===== src/rtl/input_debounce_ctrl.sv =====
// ============================================================================
// input_debounce_ctrl
// ----------------------------------------------------------------------------
// Front end for the two memory-mapped switch banks. Each raw bank is
// brought into the clock domain through a two-flop synchroniser and then
// filtered by its own settle FSM. A new value is committed only after it has
// been seen on DEBOUNCE_CYC + 1 consecutive edges. The CPU reads the committed
// values, plus a sticky change-status word. Reading that word clears it. A
// level interrupt is raised while any change flag is pending.
//
// Ports
//   clk       in   1       system clock, all state on the rising edge
//   rst_n     in   1       asynchronous active-low reset
//   input1    in   DATA_W  raw bank 0 switches (asynchronous to clk)
//   input2    in   DATA_W  raw bank 1 switches (asynchronous to clk)
//   addr      in   32      CPU load address
//   rd_en     in   1       CPU load strobe, one cycle per access
//   data_out  out  32      read data, zero-extended, combinational on addr
//   irq       out  1       OR of the pending change flags
//
// Address map (full 32-bit compare, any other address reads 0)
//   ADDR_IN0   committed bank 0 value
//   ADDR_IN1   committed bank 1 value
//   ADDR_STAT  {30'b0, chg1, chg0}, cleared by a load strobe to this address
// ============================================================================
module input_debounce_ctrl #(
    parameter int          DATA_W       = 5,
    parameter int          DEBOUNCE_CYC = 16,      // must be >= 2
    parameter logic [31:0] ADDR_IN0     = 32'hA0,
    parameter logic [31:0] ADDR_IN1     = 32'hA4,
    parameter logic [31:0] ADDR_STAT    = 32'hA8
) (
    input  logic              clk,
    input  logic              rst_n,
    input  logic [DATA_W-1:0] input1,
    input  logic [DATA_W-1:0] input2,
    input  logic [31:0]       addr,
    input  logic              rd_en,
    output logic [31:0]       data_out,
    output logic              irq
);

    // Settle counter runs 0 .. DEBOUNCE_CYC-1.
    localparam int                CNT_W    = $clog2(DEBOUNCE_CYC);
    localparam logic [CNT_W-1:0] CNT_LAST = CNT_W'(DEBOUNCE_CYC - 1);

    // Per-bank FSM states.
    localparam logic [0:0] ST_STABLE   = 1'b0;
    localparam logic [0:0] ST_SETTLING = 1'b1;

    // Both banks share the same filter, so they are handled as a packed array
    // and the filter is replicated by a generate loop.
    logic [1:0][DATA_W-1:0] raw_bank;
    logic [1:0][DATA_W-1:0] stable_bank;
    logic [1:0]             chg_set;     // commit that changed the value
    logic [1:0]             chg;         // sticky change flags
    logic                   stat_clear;

    assign raw_bank = {input2, input1};

    for (genvar b = 0; b < 2; b++) begin : g_bank
        logic [DATA_W-1:0] sync1;
        logic [DATA_W-1:0] syn;
        logic [DATA_W-1:0] cand;
        logic [DATA_W-1:0] stable_r;
        logic [CNT_W-1:0]  cnt;
        logic [0:0]        state;
        logic              commit;

        // Two-flop synchroniser. The raw switches are asynchronous, so only
        // syn (the second stage) is allowed to reach any decision logic.
        // NOTE: non-blocking assignments keep every flop sampling pre-edge
        // values; blocking here would collapse the two stages into one.
        always_ff @(posedge clk or negedge rst_n) begin
            if (!rst_n) begin
                sync1 <= '0;
                syn   <= '0;
            end else begin
                sync1 <= raw_bank[b];
                syn   <= sync1;
            end
        end

        // Settle FSM. STABLE holds while syn matches the committed value.
        // SETTLING tracks a candidate and restarts the count whenever syn
        // moves. A candidate that equals the old committed value (bounce
        // back) still commits, but it raises no change event.
        always_ff @(posedge clk or negedge rst_n) begin
            if (!rst_n) begin
                state    <= ST_STABLE;
                cand     <= '0;
                cnt      <= '0;
                stable_r <= '0;
            end else begin
                case (state)
                    ST_STABLE: begin
                        if (syn != stable_r) begin
                            cand  <= syn;
                            cnt   <= '0;
                            state <= ST_SETTLING;
                        end
                    end
                    ST_SETTLING: begin
                        if (syn != cand) begin
                            cand <= syn;
                            cnt  <= '0;
                        end else if (cnt != CNT_LAST) begin
                            cnt <= cnt + CNT_W'(1);
                        end else begin
                            stable_r <= cand;
                            state    <= ST_STABLE;
                        end
                    end
                    default: state <= ST_STABLE;
                endcase
            end
        end

        // The commit condition is the final SETTLING branch above, so the
        // change flag can be set on the same edge that updates stable_r.
        assign commit         = (state == ST_SETTLING) && (syn == cand) &&
                                (cnt == CNT_LAST);
        assign chg_set[b]     = commit && (cand != stable_r);
        assign stable_bank[b] = stable_r;
    end

    // Status flags. A set on the same edge as a clear wins, so an event that
    // commits during a status read is reported by the next read.
    assign stat_clear = rd_en && (addr == ADDR_STAT);

    always_ff @(posedge clk or negedge rst_n) begin
        if (!rst_n) begin
            chg <= '0;
        end else begin
            chg <= (chg & ~{2{stat_clear}}) | chg_set;
        end
    end

    assign irq = |chg;

    // Read mux. It does not depend on rd_en, so a status read returns the
    // value from before the clear that happens at the end of the same cycle.
    // NOTE: data_out is given its default before any branch, so no path can
    // leave it unassigned and no latch is inferred.
    always_comb begin
        data_out = '0;
        if (addr == ADDR_IN0) begin
            data_out = 32'(stable_bank[0]);
        end else if (addr == ADDR_IN1) begin
            data_out = 32'(stable_bank[1]);
        end else if (addr == ADDR_STAT) begin
            data_out = {30'b0, chg};
        end
    end

endmodule


===== config.mk =====
export PLATFORM = sky130hd
export DESIGN_NAME = input_debounce_ctrl
export DESIGN_NICKNAME = d
export VERILOG_FILES = /design/src/rtl/input_debounce_ctrl.sv
export SDC_FILE = /design/constraint.sdc
export NUM_CORES = 1
export LEC_CHECK = 0
export ABC_AREA = 0
export CAP_MARGIN = 10
export CORE_ASPECT_RATIO = 2
export CORE_MARGIN = 5
export CORE_UTILIZATION = 35
export DETAILED_ROUTE_END_ITERATION = 12
export PLACE_DENSITY = 0.69
export REMOVE_ABC_BUFFERS = 1
export SYNTH_ARGS = -nofsm -noshare
export SYNTH_HDL_FRONTEND = slang
export SYNTH_SLANG_ARGS = --single-unit

===== constraint.sdc =====
create_clock -name clk -period 3.5 [get_ports clk]
set_clock_uncertainty 0.1 [all_clocks]
set_input_delay 0.7 -clock clk [delete_from_list [all_inputs] [get_ports clk]]
set_output_delay 0.7 -clock clk [all_outputs]
set_load 0.02 [all_outputs]

==> flow_summary_export.csv <==
group,metric,value,unit
worst_hold_path,hp-class,"register to register",
routing,routed_via_density,4.53,
synthesis,synthMuxAreaShare,0.120,
routing,first_pass_iters,4,
cells_and_area,diodes,0,
die,die_area,9210,µm²
grt,antenna_found_initial,0,
routing,drc,0,
worst_setup_path,cp-end-kind,"output pin",
synthesis,yosysTopAreaCell,"dfrtp_1",
die,core-area,7210,µm²
routing,drtIter0Drc,16,
clock_tree,cts_tree,"yes",
grt,grt.overflow.total,0,
cells_and_area,fin_nets,320,
routing,drt-total-wl,4.71,mm
worst_setup_path,critPathRequiredTime,2.70,ns
timing,drv_slew,0,
cells_and_area,finalCoreUtilization,0.443,
status,status,"complete, no violations",
synthesis,ys_seq_area_frac,0.510,
synthesis,synth_commonest_cells,"52 x dfrtp_1, 27 x buf_4, 24 x xnor2_1, 21 x mux2_2, 11 x nor2_1",
die,io_pins,78,
clock_tree,post_cts_buffers,0,
timing,slew_headroom,0.594,
cells_and_area,drive_gt1_frac,0.142,
synthesis,synth_compound_area_frac,0.0387,
synthesis,synth_cell_types,33,
synthesis,yosys.cell_count.top_type,"dfrtp_1",
synthesis,ys_warn_count,0,
grt,grt_pass1_wl,7.84,mm
die,initial_core_util,0.354,
grt,grt_pass1_vias,1667,
clock_tree,path_clk_slew,0.07,ns
worst_hold_path,holdPathStages,0,
synthesis,synth.top_cell.area_share,0.510,
synthesis,synth_edf_count,0,
grt,grt_start_max_net_pins,29,
die,rows,44,
worst_setup_path,crit_path_max_fanout,3,
synthesis,yosys.area_share.simple,0.115,
timing,rsz0062_at_grt,"false",
placement,port_buffers,50,
synthesis,synth_top_family_by_area,"multiplexers",
timing,setup_viol,0,
placement,place_hpwl,3.75,mm
timing,hold_viol,0,
routing,ant_nets,0,
timing,finalCritPeriodShare,0.933,
die,die_w,70.4,µm
worst_setup_path,r2r_cells,5,
routing,wl_per_cell,12.9,µm
clock_tree,cts_root_buffer,"clkbuf_16",
clock_tree,cts_buffers,5,
power,p_leak,1.39,nW
flow_run,drv_cap,0,
timing,hold_slack,0.243,ns
synthesis,syn_area,2550,µm²
timing,max_freq,0.306,GHz
synthesis,synth_seq_cells,52,
synthesis,synthFlopType,"dfrtp_1",
clock_tree,cts_buffer_depth,2,
placement,place.gp.congestion,0.732,
synthesis,synth_area_leaders,"dfrtp_1 51%, mux2_2 9.3%, xnor2_1 8.2%",
cells_and_area,area_growth,25.2,%
synthesis,synth_xor_area_frac,0.103,
power,ir_drop,0.000286,V
clock_tree,htreeDepth,2,
routing,num_vias,1657,
synthesis,synthAdderAreaFrac,0.00980,
worst_setup_path,setup.worst_path.start_class,"primary input",
timing,worstMarginPinSlew,0.608,ns
synthesis,synth_area_per_cell,11.6,µm²
synthesis,syn-instance-count,221,
grt,grt.total_usage,0.108,
clock_tree,worstSkewPairLatency,0.29,ns
clock_tree,clock-sinks,52,
synthesis,ys_async_sr_fraction,1.00,
worst_setup_path,worstPathArrival,2.47,ns
timing,fin_crit,3.27,ns
die,die_y,131,µm
power,powerDensity,393,nW/µm²
clock_tree,postCtsHoldBufs,0,
worst_setup_path,criticalPathCategory,"primary input to output pin",
## power breakdown
part / switching [mW] / internal [mW]
Combinational: 0.0607 / 0.0682
Sequential: 0.0168 / 0.619
Clock: 0.208 / 0.284
Total: 0.285 / 0.972
## metal layers
metal | global-route usage | vias up | wire, µm | part of all wire
met2 | 0.189 | 77 | 2390 | 0.51
li1 | - | 807 | - | -
met4 | 0.0564 | 0 | 134 | 0.028
met1 | 0.111 | 763 | 1680 | 0.36
met3 | 0.0406 | 10 | 506 | 0.11
met5 | 0 | - | 0 | 0
## sequential cells by signal, summed over array words and instances (netlist names)
register         flops
g_bank.syn          10
g_bank.stable_r     10
g_bank.sync1        10
g_bank.cand         10
chg                  2
g_bank.state         2
g_bank.cnt           8
## what timing repair did
action / CTS / global route
setup endpoints to repair: 5 / 2
resized for setup: 5 / 2
cloned: 0 / 0
## worst max-delay path, stage by stage
cell and delay, ns:
clkdlybuf4s50_1 0.41, nor4_2 0.31, nand4_1 0.18, or3_1 0.41, nor2_1 0.11, dlygate4sd2_1 0.34
## kinds of logic (layout without fill, tap and decap cells)
kind of cell	after synthesis	count (layout)
muxes	28	28
adders and majority gates	2	2
and+or+nand+nor	55	55
buffers and inverters	37	64
xor gates and xnor gates	30	30
other	1	27
DFF	52	52
AOI/OAI and AO/OA	16	16
## layout make-up
type	instances	area (µm²)
clock buffer	6	139
tap	92	115
timing repair buffer	52	512
fill	675	4020
inverter	4	15.0
multi-input combinational	158	1100
clock inverter	2	15.0
sequential	52	1300
## layout by cell type, fill, tap and decap left out, types with 3 or more instances in the layout
cell type and n:
o21ai_0 3, nor3_1 4, nor2_1 11, nand2_1 10, dfrtp_1 52, nor4_1 4, a21oi_1 7, inv_1 4
nand3_1 7, or3_1 3, mux2_2 21, xor2_1 6, mux2i_1 7, conb_1 27, clkbuf_16 5, xnor2_1 24
clkdlybuf4s50_1 44, nand4_1 5, dlygate4sd2_1 3
## metrics by stage
step	instances	cell area [µm²]	TNS [ns]	power [mW]	setup WS, ns
2_1_floorplan	214	2400	0	0.704	0.905
3_3_place_gp	358	3030	-0.179	0.775	-0.0615
3_5_place_dp	358	3030	-0.376	0.777	-0.116
4_1_cts	366	3190	0	1.28	0.0138
5_1_grt	366	3200	0	1.32	0.0870
6_report	366	3200	0	1.26	0.234
## final timing paths
kind                                               from                            to  slack (ns)
min in group asynchronous                         rst_n  g_bank[0].sync1[0]$_DFF_PN0_        0.32
hold / removal             g_bank[1].sync1[3]$_DFF_PN0_    g_bank[1].syn[3]$_DFF_PN0_        0.24
max in group asynchronous                         rst_n  g_bank[1].sync1[4]$_DFF_PN0_        2.33
setup reg to reg             g_bank[0].syn[1]$_DFF_PN0_  g_bank[0].cnt[0]$_DFFE_PN0P_        1.51
setup / recovery                               addr[26]                   data_out[4]        0.23
hold reg to reg            g_bank[1].sync1[3]$_DFF_PN0_    g_bank[1].syn[3]$_DFF_PN0_        0.24
Note: power is estimated with default switching activity, not from simulation.
